## src/rtl/lc3b_types.sv

```systemverilog
// Shared LC-3b pipeline types: flush controller state encoding and default depths.
package lc3b_types;

  typedef enum logic [1:0] {
    S_IDLE     = 2'd0,
    S_SQUASH   = 2'd1,
    S_LU_STALL = 2'd2
  } flush_state_t;

  localparam int unsigned SQUASH_DEPTH_DEFAULT = 3;
  localparam int unsigned LU_CYCLES_DEFAULT    = 1;

endpackage

```

## src/rtl/sat_counter16.sv

```systemverilog
// 16-bit up-counter with enable and asynchronous active-low clear; sticks at 0xFFFF.
module sat_counter16 (
  input  logic        clk,
  input  logic        clr_n,
  input  logic        en,
  output logic [15:0] count
);

  always_ff @(posedge clk or negedge clr_n) begin
    if (!clr_n) begin
      count <= '0;
    end else if (en && (count != '1)) begin
      count <= count + 16'd1;
    end
  end

endmodule

```

## src/rtl/pipeline_flush_controller.sv

```systemverilog
// Control-hazard scheduler: arbitrates mem stalls, branch redirects and load-use bubbles,
// and squashes wrong-path write enables for SQUASH_DEPTH issue slots after a redirect.
module pipeline_flush_controller
  import lc3b_types::*;
#(
  parameter int unsigned SQUASH_DEPTH = SQUASH_DEPTH_DEFAULT,
  parameter int unsigned LU_CYCLES    = LU_CYCLES_DEFAULT,
  parameter int unsigned CNT_W        = 3
) (
  input  logic        clk,
  input  logic        rst_n,
  input  logic        branch_taken,
  input  logic        uncond_branch,
  input  logic        load_use_hazard,
  input  logic        mem_stall,
  input  logic        load_regfile_in,
  input  logic        mem_write_in,
  input  logic        branch_enable_in,
  output logic        load_regfile_out,
  output logic        mem_write_out,
  output logic        branch_enable_out,
  output logic        pc_redirect,
  output logic        stall_if,
  output logic        stall_id,
  output logic        bubble_ex,
  output logic        flush_busy,
  output logic [15:0] redirect_count
);

  flush_state_t     state;
  logic [CNT_W-1:0] cnt;
  logic             redirect;
  logic             redirect_accept;
  logic             lu_accept;

  assign redirect        = (branch_taken | uncond_branch) & ~mem_stall;
  assign redirect_accept = redirect & (state != S_SQUASH);
  assign lu_accept       = load_use_hazard & ~mem_stall & (state == S_IDLE) & ~redirect;

  always_ff @(posedge clk or negedge rst_n) begin
    if (!rst_n) begin
      state <= S_IDLE;
      cnt   <= '0;
    end else if (!mem_stall) begin
      unique case (state)
        S_IDLE: begin
          if (redirect) begin
            state <= S_SQUASH;
            cnt   <= CNT_W'(SQUASH_DEPTH);
          end else if (lu_accept && (LU_CYCLES > 1)) begin
            state <= S_LU_STALL;
            cnt   <= CNT_W'(LU_CYCLES - 1);
          end
        end
        S_SQUASH: begin
          if (cnt == CNT_W'(1)) begin
            state <= S_IDLE;
            cnt   <= '0;
          end else begin
            cnt <= cnt - CNT_W'(1);
          end
        end
        S_LU_STALL: begin
          if (redirect) begin
            state <= S_SQUASH;
            cnt   <= CNT_W'(SQUASH_DEPTH);
          end else if (cnt == CNT_W'(1)) begin
            state <= S_IDLE;
            cnt   <= '0;
          end else begin
            cnt <= cnt - CNT_W'(1);
          end
        end
        default: begin
          state <= S_IDLE;
          cnt   <= '0;
        end
      endcase
    end
  end

  // Reset is folded in here too so every control output is low while rst_n is held.
  always_comb begin
    load_regfile_out  = 1'b0;
    mem_write_out     = 1'b0;
    branch_enable_out = 1'b0;
    pc_redirect       = 1'b0;
    stall_if          = 1'b0;
    stall_id          = 1'b0;
    bubble_ex         = 1'b0;
    flush_busy        = 1'b0;
    if (rst_n) begin
      flush_busy = (state == S_SQUASH);
      if (mem_stall) begin
        stall_if = 1'b1;
        stall_id = 1'b1;
      end else if (state == S_SQUASH) begin
        flush_busy = 1'b1;
      end else begin
        load_regfile_out  = load_regfile_in;
        mem_write_out     = mem_write_in;
        branch_enable_out = branch_enable_in;
        if (redirect) begin
          pc_redirect = 1'b1;
        end else if (lu_accept || (state == S_LU_STALL)) begin
          stall_if  = 1'b1;
          stall_id  = 1'b1;
          bubble_ex = 1'b1;
        end
      end
    end
  end

  sat_counter16 u_redirect_cnt (
    .clk   (clk),
    .clr_n (rst_n),
    .en    (redirect_accept),
    .count (redirect_count)
  );

endmodule

```

## config.mk

```make
export PLATFORM = sky130hd
export DESIGN_NAME = pipeline_flush_controller
export DESIGN_NICKNAME = d
export VERILOG_FILES = /design/src/rtl/lc3b_types.sv /design/src/rtl/sat_counter16.sv /design/src/rtl/pipeline_flush_controller.sv
export SDC_FILE = /design/constraint.sdc
export NUM_CORES = 1
export LEC_CHECK = 0
export ABC_AREA = 1
export CAP_MARGIN = 30
export CORE_MARGIN = 2
export CORE_UTILIZATION = 42
export DETAILED_ROUTE_END_ITERATION = 16
export PLACE_DENSITY = 0.73
export SYNTH_ARGS = -nofsm -noshare
export SYNTH_HDL_FRONTEND = slang
export SYNTH_HIERARCHICAL = 1
export SYNTH_SLANG_ARGS = --single-unit
```

## constraint.sdc

```tcl
create_clock -name clk -period 2.93 [get_ports clk]
set_input_delay 0.4395 -clock clk [delete_from_list [all_inputs] [get_ports clk]]
set_output_delay 0.4395 -clock clk [all_outputs]
set_load 0.02 [all_outputs]
```

==> impl_metrics.csv, run 1 <==
group,metric,value,unit
synth,ys_types,22,
global_routing,grt_pass1_wl,5690,um
setup_path,critPathLaunchType,"input pin",
detailed_routing,ant_nets,0,
detailed_routing,wl_per_cell,10.9,um
synth,synth_top_family_by_area,"simple AND/OR/NAND/NOR gates",
die,die-area,3970,um^2
clock_tree,ctsHoldBuffers,0,
sta,rsz0062_at_grt,"no",
clock_tree,cts_root_buffer,"clkbuf_4",
synth,yosysWarnings,6,
sta,fin_skew,0.00885,ns
clock_tree,clk_pin_slew,0.11,ns
sta,tightest_slew,0.379,ns
global_routing,grt_max_degree,17,
synth,seq_area_frac_synth,35.9,%
setup_path,critPathCaptureType,"output pin",
final_layout,layout_commonest_cell,"nand2_1",
setup_path,required,2.49,ns
setup_path,rrSetupSlack,1.15,ns
final_layout,syn_to_final_growth,26.2,%
final_layout,multi_input_area,811,um^2
power_and_ir_drop,p_per_area,572,nW/um^2
detailed_routing,vias,1417,
final_layout,final_cell_mix,"nand2_1 (88), clkdlybuf4s50_1 (32), inv_1 (25), nor2_1 (23), dfrtp_1 (21)",
detailed_routing,top_layer_used,"met4",
sta,fmax,0.381,GHz
sta,tns,0,ns
placement,io_buffer_count,32,
clock_tree,clock-sinks,21,
synth,synthMuxAreaShare,0,%
final_layout,n_antenna_cell,0,
power_and_ir_drop,peakVddDrop,0.000434,V
setup_path,crit_type,"in -> out",
setup_path,cp_max_fo,3,
die,die_y,63.0,um
die,fp-row-count,21,
power_and_ir_drop,leakagePower,0.849,nW
sta,max_slew_margin,74.5,%
detailed_routing,wl_met1,1660,um
clock_tree,clk_latency,0.30,ns
final_layout,drive_gt1_share,8.40,%
setup_path,arrival,2.18,ns
synth,syn-mean-instance-area,6.78,um^2
detailed_routing,viasPerCell,4.79,
sta,finalHoldViolations,0,
detailed_routing,met3WireLength,92,um
global_routing,grt_pass1_vias,1256,
clock_tree,cts_htree_levels,1,
clock_tree,cts_made_buffers,3,
detailed_routing,wl_met2,1460,um
synth,synthXorXnorAreaFrac,3.59,%
synth,synth_adder_area_share,2.56,%
final_layout,fin_nets,263,
die,core,3340,um^2
synth,netlist_area,1460,um^2
sta,maxSlewViolCount,0,
detailed_routing,first_pass_iters,4,
global_routing,antenna_found_initial,0,
final_layout,finalNonFillerCells,296,
detailed_routing,drt_wl_total,3230,um
clock_tree,cts_buffer_depth,2,
hold_path,holdCritPathClass,"in -> async",
synth,synth_compound_area_share,7.61,%
placement,dp_cells,292,
global_routing,gr-total-overflow,0,
sta,finalCritPeriodShare,89.5,%
synth,yosys.area_share.simple,41.6,%
synth,syn_nets,228,
detailed_routing,drc,0,
clock_tree,tritoncts,"yes",
clock_tree,cts_setup_buffers,0,
sta,hold_slack,0.397,ns
sta,setup_viol,0,
die,die_x,63.0,um
die,boundaryPins,33,
die,initial_utilization,43.9,%
setup_path,ff2ff_path_depth,7,
status,status,"finished, final reports clean",
clock_tree,cts_resized,0,
placement,place.gp.congestion,0.830,
synth,syn_inst,216,
final_layout,n_fill_cell,342,
placement,dp_hpwl,2510,um
final_layout,regArea,526,um^2
run,maxCapViolations,0,
detailed_routing,drt_iter0_markers,55,
sta,fin_crit,2.62,ns
global_routing,grt_util_all_layers,17.7,%
synth,ys_seq_elements,21,
==> state kept, by name (all words and copies together), names as in the netlist <==
name                  flops
u_redirect_cnt/count     16
cnt                       3
state                     2
==> layout make-up <==
type,instances,area share (%)
multi-input cells,166,43.9
clock inverters,1,0.271
inverters,26,5.28
flip-flops and latches,21,28.5
well taps,46,3.12
repair buffers,33,17.8
clock buffers,3,1.22
==> cell usage after synthesis (all sizes together) <==
cell type  instances  share of area, %
nand2             93                25
nor2              30                10
inv               26               6.7
dfrtp             21                36
o21ai             10               3.9
nand3              9               3.1
nand4              6               3.6
a21oi              5               1.7
xnor2              5               3.0
buf                3               2.1
ha                 3               2.6
o211ai             2               1.0
a22oi              1              0.51
o22ai              1              0.43
xor2               1              0.60
==> worst max-delay path, stage by stage <==
cell	delay, ns
clkdlybuf4s50_1	0.43
o21ai_0	0.35
nand2_1	0.13
a21oi_1	0.18
clkdlybuf4s50_1	0.65
==> per-layer routing <==
metal  GRT usage, %  up-vias
met5              0        -
met2           27.0       19
met4           5.83        0
met1           26.3      657
met3           1.62        2
li1               -      739
==> cells by family after synthesis <==
family                   after synthesis
AND/OR/NAND/NOR                      138
AO/OA/AOI/OAI                         19
flip-flops                            21
buffers and inverters                 29
XOR/XNOR                               6
adder cells (fa/ha/maj)                3
==> path summary, 6_finish.rpt <==
kind,start,end
worst max register to register,state[1],u_redirect_cnt/count[7]
worst min register to register,cnt[1],cnt[1]
worst min-delay path,rst_n,u_redirect_cnt/count[12]
max in group asynchronous,rst_n,u_redirect_cnt/count[4]
worst max-delay path,uncond_branch,stall_if
min in group clk,cnt[1],cnt[1]
==> power by group <==
group,leakage [nW],internal (W),switching [W]
sequential,0.268,0.000358,0.0000914
clock,0.0177,0.0000508,0.0000878
combinational,0.563,0.000205,0.000263
total,0.849,0.000614,0.000442
==> per-stage QoR <==
step,utilization (%),power [W],setup slack [ns],cell area (um^2)
CTS,55.3,0.00107,0.342,1850
floorplan,-,0.000740,1.03,1460
global placement,54.5,0.000921,0.366,1820
detailed placement,54.5,0.000924,0.347,1820
finish,55.3,0.00106,0.306,1850
global route,55.3,0.00115,0.185,1850
(Power assumes the default switching activity.)
==> run 2: changes to the inputs <==
Settings changed: ABC_CLOCK_PERIOD_IN_PS set to 2930.
==> results of run 2 <==
The final DEF is identical to that of run 1; final timing and power are the same.
==> run 3: changes to the inputs <==
Settings changed: CTS_BUF_LIST set to sky130_fd_sc_hd__clkbuf_8.
==> impl_metrics.csv, run 3 (synthesis results as in run 1) <==
group,metric,value,unit
global_routing,grt_max_degree,17,
die,core,3340,um^2
detailed_routing,viasPerCell,4.77,
sta,rsz0062_at_grt,"no",
power_and_ir_drop,pwr-share-seq,40.7,%
power_and_ir_drop,sw_frac_of_total,40.4,%
global_routing,grt_pass1_wl,5710,um
detailed_routing,ant_nets,0,
global_routing,grt_pass1_vias,1255,
die,die_y,63.0,um
final_layout,n_antenna_cell,0,
setup_path,slowest_delay,0.65,ns
die,die_x,63.0,um
setup_path,ff2ff_path_depth,7,
global_routing,gr-total-overflow,0,
sta,maxSlewViolCount,0,
sta,fin_skew,0.00633,ns
clock_tree,ctsHoldBuffers,0,
setup_path,cp_max_fo,3,
detailed_routing,vias,1412,
power_and_ir_drop,p_per_area,593,nW/um^2
setup_path,cp_cell_sequence,"clkdlybuf4s50_1, o21ai_0, nand2_1, a21oi_1, clkdlybuf4s50_1",
detailed_routing,first_pass_iters,4,
clock_tree,cts_root_buffer,"clkbuf_8",
detailed_routing,drt_iter0_markers,53,
sta,setup_viol,0,
setup_path,critPathLaunchType,"input pin",
setup_path,critPathCaptureType,"output pin",
detailed_routing,wl_per_cell,11.0,um
placement,dp_hpwl,2510,um
run,maxCapViolations,0,
setup_path,rrSetupSlack,1.15,ns
final_layout,largest_reg_flops,16,
power_and_ir_drop,peakVddDrop,0.000462,V
clock_tree,clk_pin_slew,0.07,ns
sta,tightest_slew,0.379,ns
global_routing,grt_util_all_layers,18.0,%
setup_path,required,2.49,ns
final_layout,fin_nets,263,
status,status,"finished, final reports clean",
sta,fin_ws,0.304,ns
final_layout,drive_gt1_share,8.40,%
die,initial_utilization,43.9,%
detailed_routing,drt_wl_total,3240,um
final_layout,final_cell_mix,"nand2_1 (88), clkdlybuf4s50_1 (32), inv_1 (25), nor2_1 (23), dfrtp_1 (21)",
power_and_ir_drop,p_comb_share,42.4,%
power_and_ir_drop,switchingPower,0.000447,W
placement,io_buffer_count,32,
sta,fmax,0.381,GHz
setup_path,crit-reg2reg-launch,"state[1]",
clock_tree,cts_resized,0,
setup_path,reg2reg_to,"u_redirect_cnt/count[7]",
power_and_ir_drop,p_int,0.000658,W
final_layout,layout_commonest_cell,"nand2_1",
placement,place_ws,0.347,ns
clock_tree,clk_latency,0.26,ns
clock_tree,cts_setup_buffers,0,
final_layout,top_register,"u_redirect_cnt/count",
setup_path,crit_slowest_cell,"clkdlybuf4s50_1",
final_layout,reg.largest.list,"u_redirect_cnt/count: 16 flops, cnt: 3 flops, state: 2 flops",
sta,tns,0,ns
die,fp-row-count,21,
setup_path,path_common_cell,"clkdlybuf4s50_1",
die,die-area,3970,um^2
sta,fin_crit,2.63,ns
global_routing,antenna_found_initial,0,
power_and_ir_drop,leakagePower,0.856,nW
final_layout,n_fill_cell,339,
setup_path,crit_type,"in -> out",
clock_tree,cts_made_buffers,3,
clock_tree,cts_buffer_depth,2,
clock_tree,cts_htree_levels,1,
detailed_routing,drc,0,
sta,max_slew_margin,74.5,%
power_and_ir_drop,p_total,0.00111,W
final_layout,syn_to_final_growth,27.4,%
hold_path,holdCritPathClass,"in -> async",
clock_tree,tritoncts,"yes",
placement,place.gp.congestion,0.830,
clock_tree,clock-sinks,21,
die,boundaryPins,33,
setup_path,arrival,2.19,ns
sta,finalCritPeriodShare,89.6,%
sta,hold_slack,0.449,ns
setup_path,crit_start,"uncond_branch",
power_and_ir_drop,clkPwrFrac,16.9,%
sta,finalHoldViolations,0,
-- run 3: cell count changes in the layout (fill, tap and decap cells not counted) --
cell      before  now
clkbuf_4       3    0
clkbuf_8       0    3
-- run 3: power by group through the flow --
| stage | sequential, W | clock [W] | combinational, W |
|---|---|---|---|
| final | 0.000450 | 0.000187 | 0.000469 |
| after global routing | 0.000464 | 0.000214 | 0.000524 |
| after CTS | 0.000450 | 0.000197 | 0.000473 |
| after detailed placement | 0.000456 | 0 | 0.000468 |
| after global placement | 0.000455 | 0 | 0.000467 |
| after floorplan | 0.000500 | 0 | 0.000239 |
-- run 3: worst max path at each step --
| stage | to | slack (ns) | depth (start not counted) |
|---|---|---|---|
| 2_1_floorplan | stall_if | 1.03 | 6 |
| 3_3_place_gp | stall_id | 0.37 | 7 |
| 3_5_place_dp | stall_if | 0.35 | 6 |
| 4_1_cts | stall_if | 0.34 | 6 |
| 5_1_grt | stall_if | 0.19 | 7 |
| 6_report | stall_if | 0.30 | 5 |
-- run 3: routing by layer --
metal  wire (um)  part of all wire [%]  vias to the layer above  global-route usage [%]
met3          93                   2.9                        2                    2.16
li1            -                     -                      739                       -
met5           0                     0                        -                       0
met1        1670                    51                      650                    26.3
met2        1460                    45                       21                    27.4
met4          27                  0.83                        0                    5.83
-- run 3: area by class of cell --
class                           instances  area (um^2)  share of cell area (%)
Clock buffer                            3         41.3                    2.21
Clock inverter                          1         5.00                   0.268
Inverter                               26         97.6                    5.23
Multi-Input combinational cell        166          811                    43.5
Sequential cell                        21          526                    28.2
Tap cell                               46         57.6                    3.09
Timing Repair Buffer                   33          328                    17.6
-- run 3: per-stage QoR --
step                      util, %  instances  cell area, um^2
after detailed placement     54.5        292             1820
after floorplan                 -        216             1460
after global routing         55.9        296             1870
final                        55.9        296             1870
after global placement       54.5        292             1820
after CTS                    55.9        296             1870
-- run 3: critical path: cells and delay by family --
family | cells | cell delay, ns
buffers and inverters | 2 | 1.08
AOI/OAI and AO/OA | 2 | 0.53
and+or+nand+nor | 1 | 0.13
==> patch 1 (flow settings as in run 1) <==
Put a register stage on the output `redirect_count`, with the module's reset. The value now appears one clock later. The other outputs are not delayed to match.
--- a/src/rtl/pipeline_flush_controller.sv
+++ b/src/rtl/pipeline_flush_controller.sv
@@ -28,2 +28,4 @@
 );
+
+  logic [15:0] redirect_count_d;
 
@@ -117,4 +119,12 @@
     .en    (redirect_accept),
-    .count (redirect_count)
+    .count (redirect_count_d)
   );
+
+  always_ff @(posedge clk or negedge rst_n) begin
+    if (!rst_n) begin
+      redirect_count <= '0;
+    end else begin
+      redirect_count <= redirect_count_d;
+    end
+  end
 
Behaviour: not the same (a bounded check fails within 4 cycles, from zero or initial values and one cycle with rst_n low).
==> patch 1 against run 1 <==
  * Sequential share of layout area up 11 points
  * Wire length up 8.9%
  * Design area up 28%
  * Sequential cell count up 16
  * Area after synthesis up 29%
  * Critical path type unchanged
  * Synthesized cell count up 7.9%
  * Worst setup slack better by 0.11 ns
  * Total power up 62%
  * Register-to-register slack better by 0.05 ns
  * Combinational power up 10%
  * Critical path depth up 2
==> patch 1: results (changes against run 1) <==
Adder-cell share of the synthesized area: 0.0199 (was 0.0256)
Mapped Nets: 245 (was 228)
VDD IR max: 0.000521 V (was 0.000434 V)
Met2 usage: 0.240 (was 0.270)
Wire length per cell: 10.9 um (about the same)
GRT Util Overall: 0.159 (was 0.177)
First-pass GRT wire length: 6.36 mm (was 5.69 mm)
Layout cells sized above 1: 0.122 (was 0.0840)
Dpl cells: 315 (was 292)
Routed length on met1: 1.71 mm (was 1.66 mm)
Largest regs: redirect_count x16, u_redirect_cnt/count x16, cnt x3 (was u_redirect_cnt/count x16, cnt x3, state x2)
Clk pwr share: 0.261 (was 0.131)
Met1 Track Usage GR: 0.214 (was 0.263)
CTS Root Cell: clkbuf_8 (was clkbuf_4)
Clk_lat worst skew: 0.29 ns
Largest net degree at the start of global routing: 21 (was 17)
Synth Area in XOR/XNOR: 0.0279 (was 0.0359)
Clock transition at the registers of the reported paths: 0.07 ns (was 0.11 ns)
Detail Route met2 WL: 1.56 mm (was 1.46 mm)
Vias in the first global route: 1435 (was 1256)
Clock-net power: 445 uW (was 139 uW)
Htree depth: 2 (was 1)
Leak: 1.08 nW (was 0.849 nW)
Cts bufs inserted: 5 (was 3)
Final GP Congestion: 0.834 (was 0.830)
Post-Route WL: 3.52 mm (was 3.23 mm)
Mapped Cells: 233 (was 216)
Worst hold-check path type: in2async (unchanged)
Skew final: 0.00632 ns (was 0.00885 ns)
CP Max Fanout: 8 (was 3)
Most frequent cells after synthesis: nand2_1 (86), dfrtp_1 (37), nor2_1 (26), inv_1 (20), o21ai_0 (9) (was nand2_1 (88), inv_1 (25), nor2_1 (23), dfrtp_1 (21), nand3_1 (9))
Drt pass-1 iters: 4 (unchanged)
Post-synthesis sequential area ratio: 0.491 (was 0.359)
Met3 WL: 204 um (was 92 um)
Top Metal Used: met4 (unchanged)
Slew headroom: 0.718 (was 0.745)
Run status: finished, final reports clean (unchanged)
Power consumed by combinational cells: 515 uW (was 468 uW)
CP max stage delay: 0.63 ns (was 0.65 ns)
IO buf count: 32 (unchanged)
Compound-cell area share of the yosys netlist: 0.0578 (was 0.0761)
Clk buf depth: 2 (unchanged)
Via density: 4.70 (was 4.79)
Initial DRC Count: 86 (was 55)
Met3 track demand over resource: 0.0513 (was 0.0162)
Synth top area cells: dfrtp_1 (49%), nand2_1 (17%), nor2_1 (5.2%) (was dfrtp_1 (36%), nand2_1 (23%), inv_1 (6.4%))
Arrival @ worst endpoint: 2.07 ns (was 2.18 ns)
Share of flip-flops with an asynchronous set or reset: 1.00 (unchanged)
Post-DP HPWL: 2.65 mm (was 2.51 mm)
Final net count: 282 (was 263)
Unique masters post-synth: 24 (was 22)
Max Slew Vio Count: 0 (unchanged)
NetSw: 571 uW (was 442 uW)
# fillers: 412 (was 342)
==> patch 1: cell types whose count changed in the layout (fill, tap and decap cells not counted), moves of 2 or more <==
cell	before	now
clkbuf_8	0	6
dfrtp_1	21	37
a21oi_2	0	2
inv_1	25	20
nor2_1	23	26
nand2_1	88	86
inv_2	1	4
a21oi_1	5	3
clkbuf_4	3	0
==> patch 1: kinds of logic after synthesis <==
| group | count (synthesis) |
|---|---|
| compound gates | 18 |
| xor+xnor | 6 |
| flops | 37 |
| fa+ha+maj | 3 |
| simple gates | 142 |
| buf+inv | 27 |
==> patch 1: final timing paths <==
check                                         start                 endpoint  slack [ns]  cells past startpoint
max                                       mem_stall                 stall_id        0.42                      7
min                                           rst_n                 state[0]        0.09                      1
max reg2reg                 u_redirect_cnt/count[0]  u_redirect_cnt/count[9]        1.20                      7
min reg2reg                u_redirect_cnt/count[15]       redirect_count[15]        0.43                      0
max in group asynchronous                     rst_n        redirect_count[7]        2.24                      2
min in group clk           u_redirect_cnt/count[15]       redirect_count[15]        0.43                      0
==> patch 1: cell type report <==
cell class,instances,area (sq um),share of cell area
flip-flops and latches,37,926,0.393
clock buffers,7,86.3,0.0366
multi-input cells,169,838,0.355
repair buffers,33,323,0.137
clock inverters,1,30.0,0.0127
inverters,24,90.1,0.0382
well taps,52,65.1,0.0276
==> patch 1: metrics by stage <==
step | cell area [sq um] | util | setup slack, ns
after floorplan | 1880 | - | 1.09
after global placement | 2240 | 0.519 | 0.434
after detailed placement | 2240 | 0.519 | 0.422
after CTS | 2360 | 0.545 | 0.409
after global routing | 2360 | 0.545 | 0.218
final | 2360 | 0.545 | 0.419
==> patch 2 (flow settings as in run 1) <==
Made on the original files. Change the parameter `CNT_W` from 3 to 6.
--- a/src/rtl/pipeline_flush_controller.sv
+++ b/src/rtl/pipeline_flush_controller.sv
@@ -7,3 +7,3 @@
   parameter int unsigned LU_CYCLES    = LU_CYCLES_DEFAULT,
-  parameter int unsigned CNT_W        = 3
+  parameter int unsigned CNT_W        = 6
 ) (
Formal check against the unedited RTL: same outputs for any inputs over 10 cycles, from zero or initial values and one cycle with rst_n low; that may be too few to reach the edited logic, so the function may still have changed.
==> patch 2 against run 1 <==
  * Wire length up 13%
  * Count of clock-buffer cells in the layout up 1
  * Total power up 28%
  * Worst setup slack better by 0.097 ns
  * Sequential cell count up 3
  * Design area up 13%
  * First-iteration DRC count up 29%
  * Area after synthesis up 15%
==> patch 2: results (changes against run 1) <==
Final GP Congestion: 0.852 (was 0.830)
Layout cells sized above 1: 0.0968 (was 0.0840)
Launch point of the worst reg-to-reg path: u_redirect_cnt/count[0] (was state[1])
Post-DP HPWL: 2.72 mm (was 2.51 mm)
GRT Util Overall: 0.178 (was 0.177)
CTS Root Cell: clkbuf_8 (was clkbuf_4)
Run status: finished, final reports clean (unchanged)
Antenna diode count: 0 (unchanged)
Largest regs: u_redirect_cnt/count x16, cnt x6, state x2 (was u_redirect_cnt/count x16, cnt x3, state x2)
Dpl cells: 325 (was 292)
Post-synthesis sequential area ratio: 0.356 (was 0.359)
Setup slack, reg-to-reg: 1.23 ns (was 1.15 ns)
VDD IR max: 0.000314 V (was 0.000434 V)
Most frequent cells after synthesis: nand2_1 (95), nor2_1 (31), dfrtp_1 (24), inv_1 (21), nand3_1 (15) (was nand2_1 (88), inv_1 (25), nor2_1 (23), dfrtp_1 (21), nand3_1 (9))
Final net count: 292 (was 263)
Hold path cells: 2
Synth top area cells: dfrtp_1 (36%), nand2_1 (21%), nor2_1 (6.9%) (was dfrtp_1 (36%), nand2_1 (23%), inv_1 (6.4%))
Arrival @ worst endpoint: 2.09 ns (was 2.18 ns)
Clock transition at the registers of the reported paths: 0.08 ns (was 0.11 ns)
Via density: 4.83 (was 4.79)
Cts bufs inserted: 3 (unchanged)
CP Max Fanout: 9 (was 3)
First-pass GRT wire length: 6.11 mm (was 5.69 mm)
DR vias: 1588 (was 1417)
R2r endpoint: u_redirect_cnt/count[9] (was u_redirect_cnt/count[7])
Mapped Cells: 246 (was 216)
Wire length per cell: 11.2 um (was 10.9 um)
Post-CTS Setup Bufs: 0 (unchanged)
Slew headroom: 0.727 (was 0.745)
Vias in the first global route: 1394 (was 1256)
Clk buf depth: 2 (unchanged)
Largest net degree at the start of global routing: 25 (was 17)
Reg2reg path depth: 7 (unchanged)
Initial antenna violation count: 0 (unchanged)
Hold EP: cnt[5]
Worst hold-check path type: reg2reg (was in2async)
NetSw: 562 uW (was 442 uW)
Drt pass-1 iters: 4 (unchanged)
Mapped Nets: 258 (was 228)
IO buf count: 32 (unchanged)
Share of flip-flops with an asynchronous set or reset: 1.00 (unchanged)
Clk_lat worst skew: 0.27 ns (was 0.30 ns)
Synth warn: 6 (unchanged)
Initial DRC Count: 71 (was 55)
# fillers: 406 (was 342)
Leak: 0.933 nW (was 0.849 nW)
Hold Path Origin: cnt[5]
Post-CTS sizing: 0 (unchanged)
Skew final: 0.00423 ns (was 0.00885 ns)
Htree depth: 1 (unchanged)
Unique masters post-synth: 24 (was 22)
-- patch 2: metrics by stage --
stage	cell area (sq um)	total power, mW	hold WS (ns)	utilization	setup WS (ns)
after CTS	2090	1.37	0.489	0.530	0.414
after global routing	2090	1.48	0.544	0.530	0.248
final	2090	1.35	0.484	0.530	0.404
after detailed placement	2030	1.13	0.469	0.516	0.424
after floorplan	1690	0.927	0.144	-	1.08
after global placement	2030	1.13	0.465	0.516	0.443
-- patch 2: cells by family (layout without fill, tap and decap cells) --
logic type / Yosys count / after routing / share of synthesized area
AOI/OAI and AO/OA: 19 / 19 / 0.0713
DFF: 24 / 24 / 0.356
and+or+nand+nor: 164 / 164 / 0.434
buffers and inverters: 29 / 62 / 0.0802
adders and majority gates: 3 / 3 / 0.0223
xor gates and xnor gates: 7 / 7 / 0.0364
-- patch 2: worst max-delay path by stage --
stage                   from       end
2_1_floorplan      mem_stall  stall_if
3_3_place_gp       mem_stall  stall_id
3_5_place_dp   uncond_branch  stall_if
4_1_cts            mem_stall  stall_if
5_1_grt            mem_stall  stall_if
6_report           mem_stall  stall_if
-- patch 2: critical path, stage by stage --
cell and delay (ns):
clkdlybuf4s50_1 0.41, inv_2 0.16, a21oi_1 0.08, nand3b_1 0.18, a21oi_1 0.18, clkdlybuf4s50_1 0.63
-- patch 2: final cells by class --
class,count,share of cell area
clock buffer,4,0.0263
inverter,25,0.0449
multi-input combinational,193,0.454
sequential,24,0.287
tap,50,0.0299
timing repair buffer,33,0.157
-- patch 2: layer usage --
layer,share of wire,vias up,GRT usage
met5,0,-,0
met4,0.019,0,0.0816
met3,0.029,5,0.0283
met2,0.43,21,0.265
met1,0.52,724,0.252
li1,-,838,-
-- patch 2: power by group through the flow --
stage	Sequential [mW]	Combinational, mW	Clock (mW)
6_report	0.528	0.600	0.226
5_1_grt	0.547	0.681	0.251
4_1_cts	0.528	0.604	0.237
3_5_place_dp	0.535	0.600	0
3_3_place_gp	0.534	0.592	0
2_1_floorplan	0.577	0.350	0
